`config.mk`:
```
export PLATFORM = sky130hd
export DESIGN_NAME = keylock_machine_param
export DESIGN_NICKNAME = d
export VERILOG_FILES = /design/src/rtl/keylock_machine_param.sv
export SDC_FILE = /design/constraint.sdc
export NUM_CORES = 1
export LEC_CHECK = 0
export ABC_AREA = 1
export CORE_MARGIN = 4
export CORE_UTILIZATION = 50
export CTS_BUF_LIST = sky130_fd_sc_hd__clkbuf_16
export DETAILED_ROUTE_END_ITERATION = 8
export PLACE_DENSITY_LB_ADDON = 0.12
export SLEW_MARGIN = 30
export SYNTH_ARGS = -nofsm -noshare
export SYNTH_HDL_FRONTEND = slang
export SYNTH_SLANG_ARGS = --single-unit
export TNS_END_PERCENT = 1
```
`constraint.sdc`:
```
create_clock -name clock -period 2.1 [get_ports clock]
set_input_delay 0.42 -clock clock [delete_from_list [all_inputs] [get_ports clock]]
set_output_delay 0.42 -clock clock [all_outputs]
set_load 0.005 [all_outputs]
```
`src/rtl/keylock_machine_param.sv`:
```
// Parametrised code lock: DIGITS keys of DIGIT_W bits, failed-attempt lockout, length checking.
// Optional inactivity timeout enabled by defining KEYLOCK_ENTRY_TIMEOUT_EN.
module keylock_machine_param #(
  parameter int DIGITS         = 5,
  parameter int DIGIT_W        = 4,
  parameter int MAX_TRIES      = 3,
  parameter int LOCKOUT_CYCLES = 16,
  parameter int TIMEOUT_CYCLES = 64
) (
  input  logic                        clock,
  input  logic                        in_reset_n,
  input  logic [DIGIT_W-1:0]          in_key,
  input  logic                        in_acc,
  input  logic                        in_start,
  input  logic                        in_finish,
  output logic                        ou_closed,
  output logic                        ou_error,
  output logic                        ou_locked_out,
  output logic [2:0]                  ou_state,
  output logic [$clog2(DIGITS+1)-1:0] ou_count,
  output logic [DIGITS*DIGIT_W-1:0]   ou_entry
);
  localparam int CW = $clog2(DIGITS+1);
  localparam int BW = DIGITS*DIGIT_W;
  localparam int FW = $clog2(MAX_TRIES+1);
  localparam int LW = $clog2(LOCKOUT_CYCLES);

  typedef enum logic [2:0] {
    S_UNSET   = 3'd0,
    S_PROGRAM = 3'd1,
    S_CLOSED  = 3'd2,
    S_OPEN    = 3'd3,
    S_LOCKOUT = 3'd4
  } state_t;

  state_t          state_q, state_d;
  logic [BW-1:0]   buf_q, buf_d, code_q, code_d;
  logic [CW-1:0]   cnt_q, cnt_d;
  logic [FW-1:0]   fail_q, fail_d, fail_inc;
  logic [LW-1:0]   lock_q, lock_d;
  logic            ovf_q, ovf_d, err_q, err_d, from_open_q, from_open_d;
  logic            clr, shift, full, match;

  // Button sample pipeline, bit order {start, finish, acc}; idle level is 1.
  logic [2:0] smp_q, prv_q, raw;
  logic       ev_start, ev_fin, ev_acc, any_ev;

  always_ff @(posedge clock or negedge in_reset_n) begin
    if (!in_reset_n) begin
      smp_q <= '1;
      prv_q <= '1;
    end else begin
      smp_q <= {in_start, in_finish, in_acc};
      prv_q <= smp_q;
    end
  end

  assign raw      = prv_q & ~smp_q;
  assign any_ev   = |raw;
  assign ev_start = raw[2];
  assign ev_fin   = raw[1] & ~raw[2];
  assign ev_acc   = raw[0] & ~raw[1] & ~raw[2];

  assign full     = (cnt_q == CW'(DIGITS));
  assign match    = full && !ovf_q && (buf_q == code_q);
  assign fail_inc = fail_q + 1'b1;

`ifdef KEYLOCK_ENTRY_TIMEOUT_EN
  localparam int TW = $clog2(TIMEOUT_CYCLES+1);
  logic [TW-1:0] tmo_q;
  logic          tmo_run, tmo_fire;

  assign tmo_run  = (state_q == S_PROGRAM) || ((state_q == S_CLOSED) && (cnt_q != '0));
  assign tmo_fire = tmo_run && !any_ev && (tmo_q == TW'(TIMEOUT_CYCLES-1));

  always_ff @(posedge clock or negedge in_reset_n) begin
    if (!in_reset_n)                     tmo_q <= '0;
    else if (!tmo_run || any_ev || tmo_fire) tmo_q <= '0;
    else                                 tmo_q <= tmo_q + 1'b1;
  end
`endif

  always_comb begin
    state_d     = state_q;
    buf_d       = buf_q;
    cnt_d       = cnt_q;
    ovf_d       = ovf_q;
    code_d      = code_q;
    fail_d      = fail_q;
    lock_d      = lock_q;
    err_d       = err_q;
    from_open_d = from_open_q;
    clr         = 1'b0;
    shift       = 1'b0;
    case (state_q)
      S_UNSET: begin
        if (ev_start) begin
          state_d = S_PROGRAM; from_open_d = 1'b0; clr = 1'b1; err_d = 1'b0;
        end else if (ev_acc) err_d = 1'b0;
      end
      S_PROGRAM: begin
        if (ev_start) begin
          clr = 1'b1; err_d = 1'b0;
        end else if (ev_fin) begin
          clr = 1'b1;
          if (full && !ovf_q) begin
            code_d = buf_q; state_d = S_CLOSED;
          end else begin
            err_d = 1'b1; state_d = from_open_q ? S_OPEN : S_UNSET;
          end
        end else if (ev_acc) begin
          shift = 1'b1; err_d = 1'b0;
        end
      end
      S_CLOSED: begin
        if (ev_start) begin
          clr = 1'b1; err_d = 1'b0;
        end else if (ev_fin) begin
          clr = 1'b1;
          if (match) begin
            state_d = S_OPEN; fail_d = '0;
          end else begin
            err_d  = 1'b1;
            fail_d = fail_inc;
            if (fail_inc >= FW'(MAX_TRIES)) begin
              state_d = S_LOCKOUT; lock_d = LW'(LOCKOUT_CYCLES-1);
            end
          end
        end else if (ev_acc) begin
          shift = 1'b1; err_d = 1'b0;
        end
      end
      S_OPEN: begin
        if (ev_start) begin
          state_d = S_PROGRAM; from_open_d = 1'b1; clr = 1'b1; err_d = 1'b0;
        end else if (ev_fin) begin
          state_d = S_CLOSED; clr = 1'b1;
        end else if (ev_acc) err_d = 1'b0;
      end
      S_LOCKOUT: begin
        // Buttons are deliberately ignored here; only the countdown matters.
        if (lock_q == '0) begin
          state_d = S_CLOSED; fail_d = '0; err_d = 1'b0; clr = 1'b1;
        end else lock_d = lock_q - 1'b1;
      end
      default: state_d = S_UNSET;
    endcase

    if (shift) begin
      buf_d = {buf_q[BW-DIGIT_W-1:0], in_key};
      if (full) ovf_d = 1'b1;
      else      cnt_d = cnt_q + 1'b1;
    end
    if (clr) begin
      buf_d = '0; cnt_d = '0; ovf_d = 1'b0;
    end
`ifdef KEYLOCK_ENTRY_TIMEOUT_EN
    if (tmo_fire) begin
      buf_d = '0; cnt_d = '0; ovf_d = 1'b0; err_d = 1'b1;
      if (state_q == S_PROGRAM) state_d = from_open_q ? S_OPEN : S_UNSET;
    end
`endif
  end

  always_ff @(posedge clock or negedge in_reset_n) begin
    if (!in_reset_n) begin
      state_q     <= S_UNSET;
      buf_q       <= '0;
      code_q      <= '0;
      cnt_q       <= '0;
      ovf_q       <= 1'b0;
      fail_q      <= '0;
      lock_q      <= '0;
      err_q       <= 1'b0;
      from_open_q <= 1'b0;
    end else begin
      state_q     <= state_d;
      buf_q       <= buf_d;
      code_q      <= code_d;
      cnt_q       <= cnt_d;
      ovf_q       <= ovf_d;
      fail_q      <= fail_d;
      lock_q      <= lock_d;
      err_q       <= err_d;
      from_open_q <= from_open_d;
    end
  end

  assign ou_state      = state_q;
  assign ou_closed     = (state_q == S_CLOSED) || (state_q == S_LOCKOUT);
  assign ou_locked_out = (state_q == S_LOCKOUT);
  assign ou_error      = err_q;
  assign ou_count      = cnt_q;
  assign ou_entry      = buf_q;
endmodule
```
# After elaboration in Yosys (flattened, before gate mapping)
# Index checks and enable logic that the tools add are counted.
# word_totals
wordCells	121
output_inout_bits	29
inputBits	9
latch_bits	0
ff_bits	61
romBits	0
ram_bits	0
n_memories	0
# classes
n_bitwise	7
n_mul	0
shift	0
n_addsub	3
reduce_logical	21
div_mod_pow	0
n_eq_ne	22
muxes	56
n_lt_le_gt_ge	1
# ops
operator	n
2-to-1 mux 20 bit	2
2-to-1 mux 3 bit	13
2-to-1 mux 1 bit	24
equality test 20 bit	1
2-to-1 mux 4 bit	5
!= test 2 bit, second input constant	10
case mux 3 bit (5 select lines)	1
2-to-1 mux 2 bit	6
!= test 3 bit, second input constant	3
!= test 4 bit, second input constant	2
case mux 4 bit (2 select lines)	1
AND reduction 4 bit	2
AND reduction 8 bit	1
nonzero test 2 bit	4
equality test 3 x 2 -> 1 bit, second input constant	2
equality test 3 bit, second input constant	2
AND reduction 6 bit	1
case mux 1 bit (5 select lines)	1
AND reduction 5 bit	1
nonzero test 5 bit	1
zero test 4 bit	1
case mux 2 bit (2 select lines)	1
AND reduction 2 bit	2
subtractor 4 x 1 -> 4 bit, second input constant	1
other kinds (18)	22

# Depth between registers and ports, before layout
# logic_depth
depth_word	11
ltp_mapped	14

# Worst setup path after synthesis
# No wires, ideal clock.
# synth_timing
kind	reg-to-reg
start	register cnt_q[1], in the netlist ou_count[1]
end	register lock_q[3]
period_less_slack_ps	1602
setup_slack_ps	498
path_stages_with_launch	14
arrival_time_ps	1474
path_buffers	0
required_time_ps	1972
setup_ps	128
cell_sequence	dfrtp_1 -> inv_1 -> ha_1 -> nand2_1 -> inv_1 -> nand2_1 -> nor2_1 -> nand2_1 -> nor2_1 -> nand3_1 -> nor2_1 -> nor2_2 -> nor2_1 -> a21oi_1
# synth_via
elab_chain_len	5
# synth_lines
element	line	source
start, declared	38	logic [CW-1:0] cnt_q, cnt_d;
start signal, assigned	180	cnt_q <= cnt_d;
equality test 3 bit	64	assign full = (cnt_q == CW'(DIGITS));
logical AND 1 bit (2 in a row)	65	assign match = full && !ovf_q && (buf_q == code_q);
!= test 2 bit (no source line)	--	
AND reduction 6 bit (no source line)	--	
end signal, assigned	183	lock_q <= lock_d;
end, declared	40	logic [LW-1:0] lock_q, lock_d;
# No other way between the ends.
# A chain may end at the register's enable or synchronous reset.

# Final worst setup path
# layout_timing
start	register state_q[0], in the netlist ou_state[0]
end	output ou_locked_out
# layout_via
elab_chain_len	1
# layout_lines
element	line	source
start, declared	36	state_t state_q, state_d;
start signal, assigned	177	state_q <= state_d;
equality test 3 bit	191	assign ou_locked_out = (state_q == S_LOCKOUT);
end, declared	18	output logic ou_locked_out,
# No other way between the ends.

==> key figures <==
STA
  – Highest clock rate: 0.491 GHz
  – Setup_tns: 0 ns
  – RSZ-0062 raised after global routing: no
  – Normalized max-slew margin: 0.746
  – Final period utilization: 0.969
  – Worst Skew: 0.00700 ns
  – Final Hold Vio Count: 0
  – Fin. max-slew vios: 0
  – Period minus WS final: 2.04 ns
  – Final Setup Violations: 0
  – Worst-margin pin slew: 0.376 ns

Global route
  – First-pass GRT wire length: 10100 um
  – Met3 GRT Util: 0.0471
  – Vias in the first global route: 2227
  – Met1 Resource Use GR: 0.245
  – GRT Util Overall: 0.176
  – Busiest layer in global routing: met2
  – Met2 usage: 0.268
  – Congestion Overflow GR: 0
  – Largest net degree at the start of global routing: 62
  – Initial antenna violation count: 0

Pwr
  – Leak: 1.79 nW
  – P per Cell Area: 892 mW/mm^2
  – Clock power share: 0.374
  – Reg power frac: 0.411
  – Cell Int Power: 0.00233 W
  – Switching pwr: 0.000937 W
  – Sw Share: 0.287
  – Power, Total: 0.00327 W
  – VDD IR max: 0.534 mV
  – Comb power frac: 0.215

Yosys
  – Post-synthesis sequential area ratio: 0.525
  – Post-Synth Simple-Gate Area: 0.235
  – Avg Synthesized Cell Area: 8.08 sq um
  – Synth Cell Area: 0.00292 sq mm
  – Largest family of logic cells by synthesized area: simple AND/OR/NAND/NOR gates
  – Synth warnings: 0
  – Post-synthesis register bit count: 61
  – Mapped Cells: 362
  – Post-Synth XOR/XNOR Area: 0.0210
  – Post-synthesis adder-cell area fraction: 0.0171
  – Syn_nets: 375
  – Cell variety after synth: 31
  – Synth Area in Compound Gates: 0.107
  – Mux share of post-synthesis cell area: 0

Worst setup path
  – Critical Path RT: 1.68 ns
  – Crit end category: output port
  – CP Class: register to output port
  – CP arrival: 1.62 ns
  – CP Launch Type: register
  – Crit-path cells: nor2_4, nand2_4, inv_2, clkdlybuf4s50_1
  – Worst Path Buf+Inv: 2
  – Critical path's slowest cell: clkdlybuf4s50_1
  – Worst path max stage delay: 0.50 ns
  – Cell family with most CP delay: buffers and inverters
  – Critical Path Fanout Max: 7

Die
  – Core ar.: 0.00557 sq mm
  – Starting Density: 0.525
  – FP Rows: 27
  – DIE AREA: 0.00714 sq mm
  – Die Y: 84.5 um
  – Die W: 84.5 um
  – Io pins: 38

Worst hold path
  – Hold Path Class: input pin to asynchronous set/reset pin

Clock tree
  – Clk buf depth: 2
  – Clk_lat worst skew: 0.32 ns
  – CTS tree: done
  – Clk root buf: clkbuf_16
  – Clock-pin slew on the worst setup and hold paths: 0.05 ns
  – TritonCTS buffer count: 9
  – H-tree levels: 3
  – Clock sink total: 61
  – Hold_buf cts: 0

Routing
  – DRT iter0 DRCs: 96
  – Final ANT Viol Nets: 0
  – Via density: 4.89
  – Drt total wl: 5950 um
  – Residual DRC: 0
  – Vias: 2356
  – DRT Pass-1 Iters: 4
  – WL per Instance: 12.3 um

Layout
  – FILL cells: 488
  – Nets: 420
  – Share of layout cells above drive strength 1: 0.0976
  – Register area: 0.00154 sq mm
  – Multi-input logic area: 0.00113 sq mm
  – Area delta synth->final: 25.4%
  – Diode count: 0
  – Post-route design area: 0.00367 sq mm

Place
  – DP Wirelength: 4060 um
  – Placer congestion estimate: 0.812
  – IO buf count: 37
  – Area post-placement: 0.00340 sq mm

Job
  – MaxCap Viol Count: 0

Run status
  – Outcome: complete, no violations
power by group through the flow:
stage               clock network (W)  registers, W  logic (W)
floorplan                           0       0.00135   0.000429
global placement                    0       0.00135   0.000698
detailed placement                  0       0.00135   0.000691
CTS                           0.00125       0.00134   0.000706
global route                  0.00131       0.00136   0.000788
finish                        0.00122       0.00134   0.000703
state kept, by name (all words and copies together) (netlist names):
name	cells
prv_q	3
ou_entry	20
fail_q	2
ou_count	3
smp_q	3
from_open_q	1
ou_error	1
lock_q	4
code_q	20
ou_state	3
ovf_q	1
area by class of cell:
cell class / instances / share of cell area
Clock inverter: 5 / 0.00580
Tap cell: 72 / 0.0246
Clock buffer: 9 / 0.0614
Multi-Input combinational cell: 232 / 0.307
Timing Repair Buffer: 42 / 0.120
Sequential cell: 61 / 0.419
Inverter: 61 / 0.0624
synth_stat cells:
cell	number	area, sq um
nand2_1	114	428
o31ai_1	1	7.51
inv_2	6	22.5
dfrtp_1	55	1380
a211oi_1	1	7.51
buf_2	3	15.0
or2_1	1	6.26
xor2_1	4	35.0
a22oi_1	1	7.51
nand4_1	4	25.0
nor2_1	30	113
ha_1	4	50.1
nor2_2	2	12.5
nand2_2	1	6.26
o21bai_1	1	7.51
o22ai_1	16	100
buf_4	2	15.0
a21oi_1	2	10.0
nor3b_2	1	12.5
nor2_8	1	20.0
inv_1	55	206
o21ai_0	24	120
or2_2	1	6.26
nand3_1	9	45.0
nand4_2	1	12.5
o311ai_0	1	8.76
dfstp_2	6	158
xnor2_1	3	26.3
o21ai_1	9	45.0
buf_6	1	11.3
clkbuf_1	2	7.51
routing by layer:
metal / wire (um) / share of wire
met5: 0 / 0
met4: 53 / 0.0089
met3: 244 / 0.041
met2: 2630 / 0.44
met1: 3020 / 0.51
stage by stage:
step	util	worst slack (ns)	instances	hold WS (ns)
final	0.658	0.0645	482	0.104
after global placement	0.610	0.232	467	0.356
after global routing	0.658	0.00226	482	0.125
after detailed placement	0.610	0.232	467	0.359
after floorplan	-	0.498	362	0.124
after CTS	0.657	0.0288	482	0.116
path summary, 6_finish.rpt:
kind / to / cells past startpoint / slack (ns) / from
min in group clock: prv_q[2] / 0 / 0.36 / smp_q[2]
min reg2reg: prv_q[2] / 0 / 0.36 / smp_q[2]
max in group asynchronous: prv_q[1] / 2 / 1.68 / in_reset_n
min: code_q[14] / 2 / 0.10 / in_reset_n
max: ou_locked_out / 4 / 0.06 / ou_state[0]
max reg2reg: ou_state[1] / 12 / 0.24 / lock_q[0]
timing repair:
action                                  4_1_cts  5_1_grt
setup buffers                                 1        0
gates resized for setup                       6        1
cloned                                        0        0
endpoints found under the setup margin        2        1
pin swaps                                     1        0
cells in the final DEF, fill, tap and decap left out, drive strengths merged, types with 2 or more instances in the layout:
cell / Yosys / routed
ha: 4 / 4
clkbuf: 2 / 9
buf: 6 / 6
nand4: 5 / 5
o22ai: 16 / 16
dfrtp: 55 / 55
inv: 61 / 62
nand3: 9 / 9
nand2: 115 / 115
clkdlybuf4s50: 0 / 35
xor2: 4 / 4
a21oi: 2 / 2
or2: 2 / 2
xnor2: 3 / 3
o21ai: 33 / 33
dfstp: 6 / 6
nor2: 33 / 33
clkinv: 0 / 4
cells by family after synthesis:
family | after synthesis
AND/OR/NAND/NOR | 165
flip-flops | 61
buffers and inverters | 69
adder cells (fa/ha/maj) | 4
XOR/XNOR | 7
AO/OA/AOI/OAI | 56
Note: power is estimated with default switching activity, not from simulation.
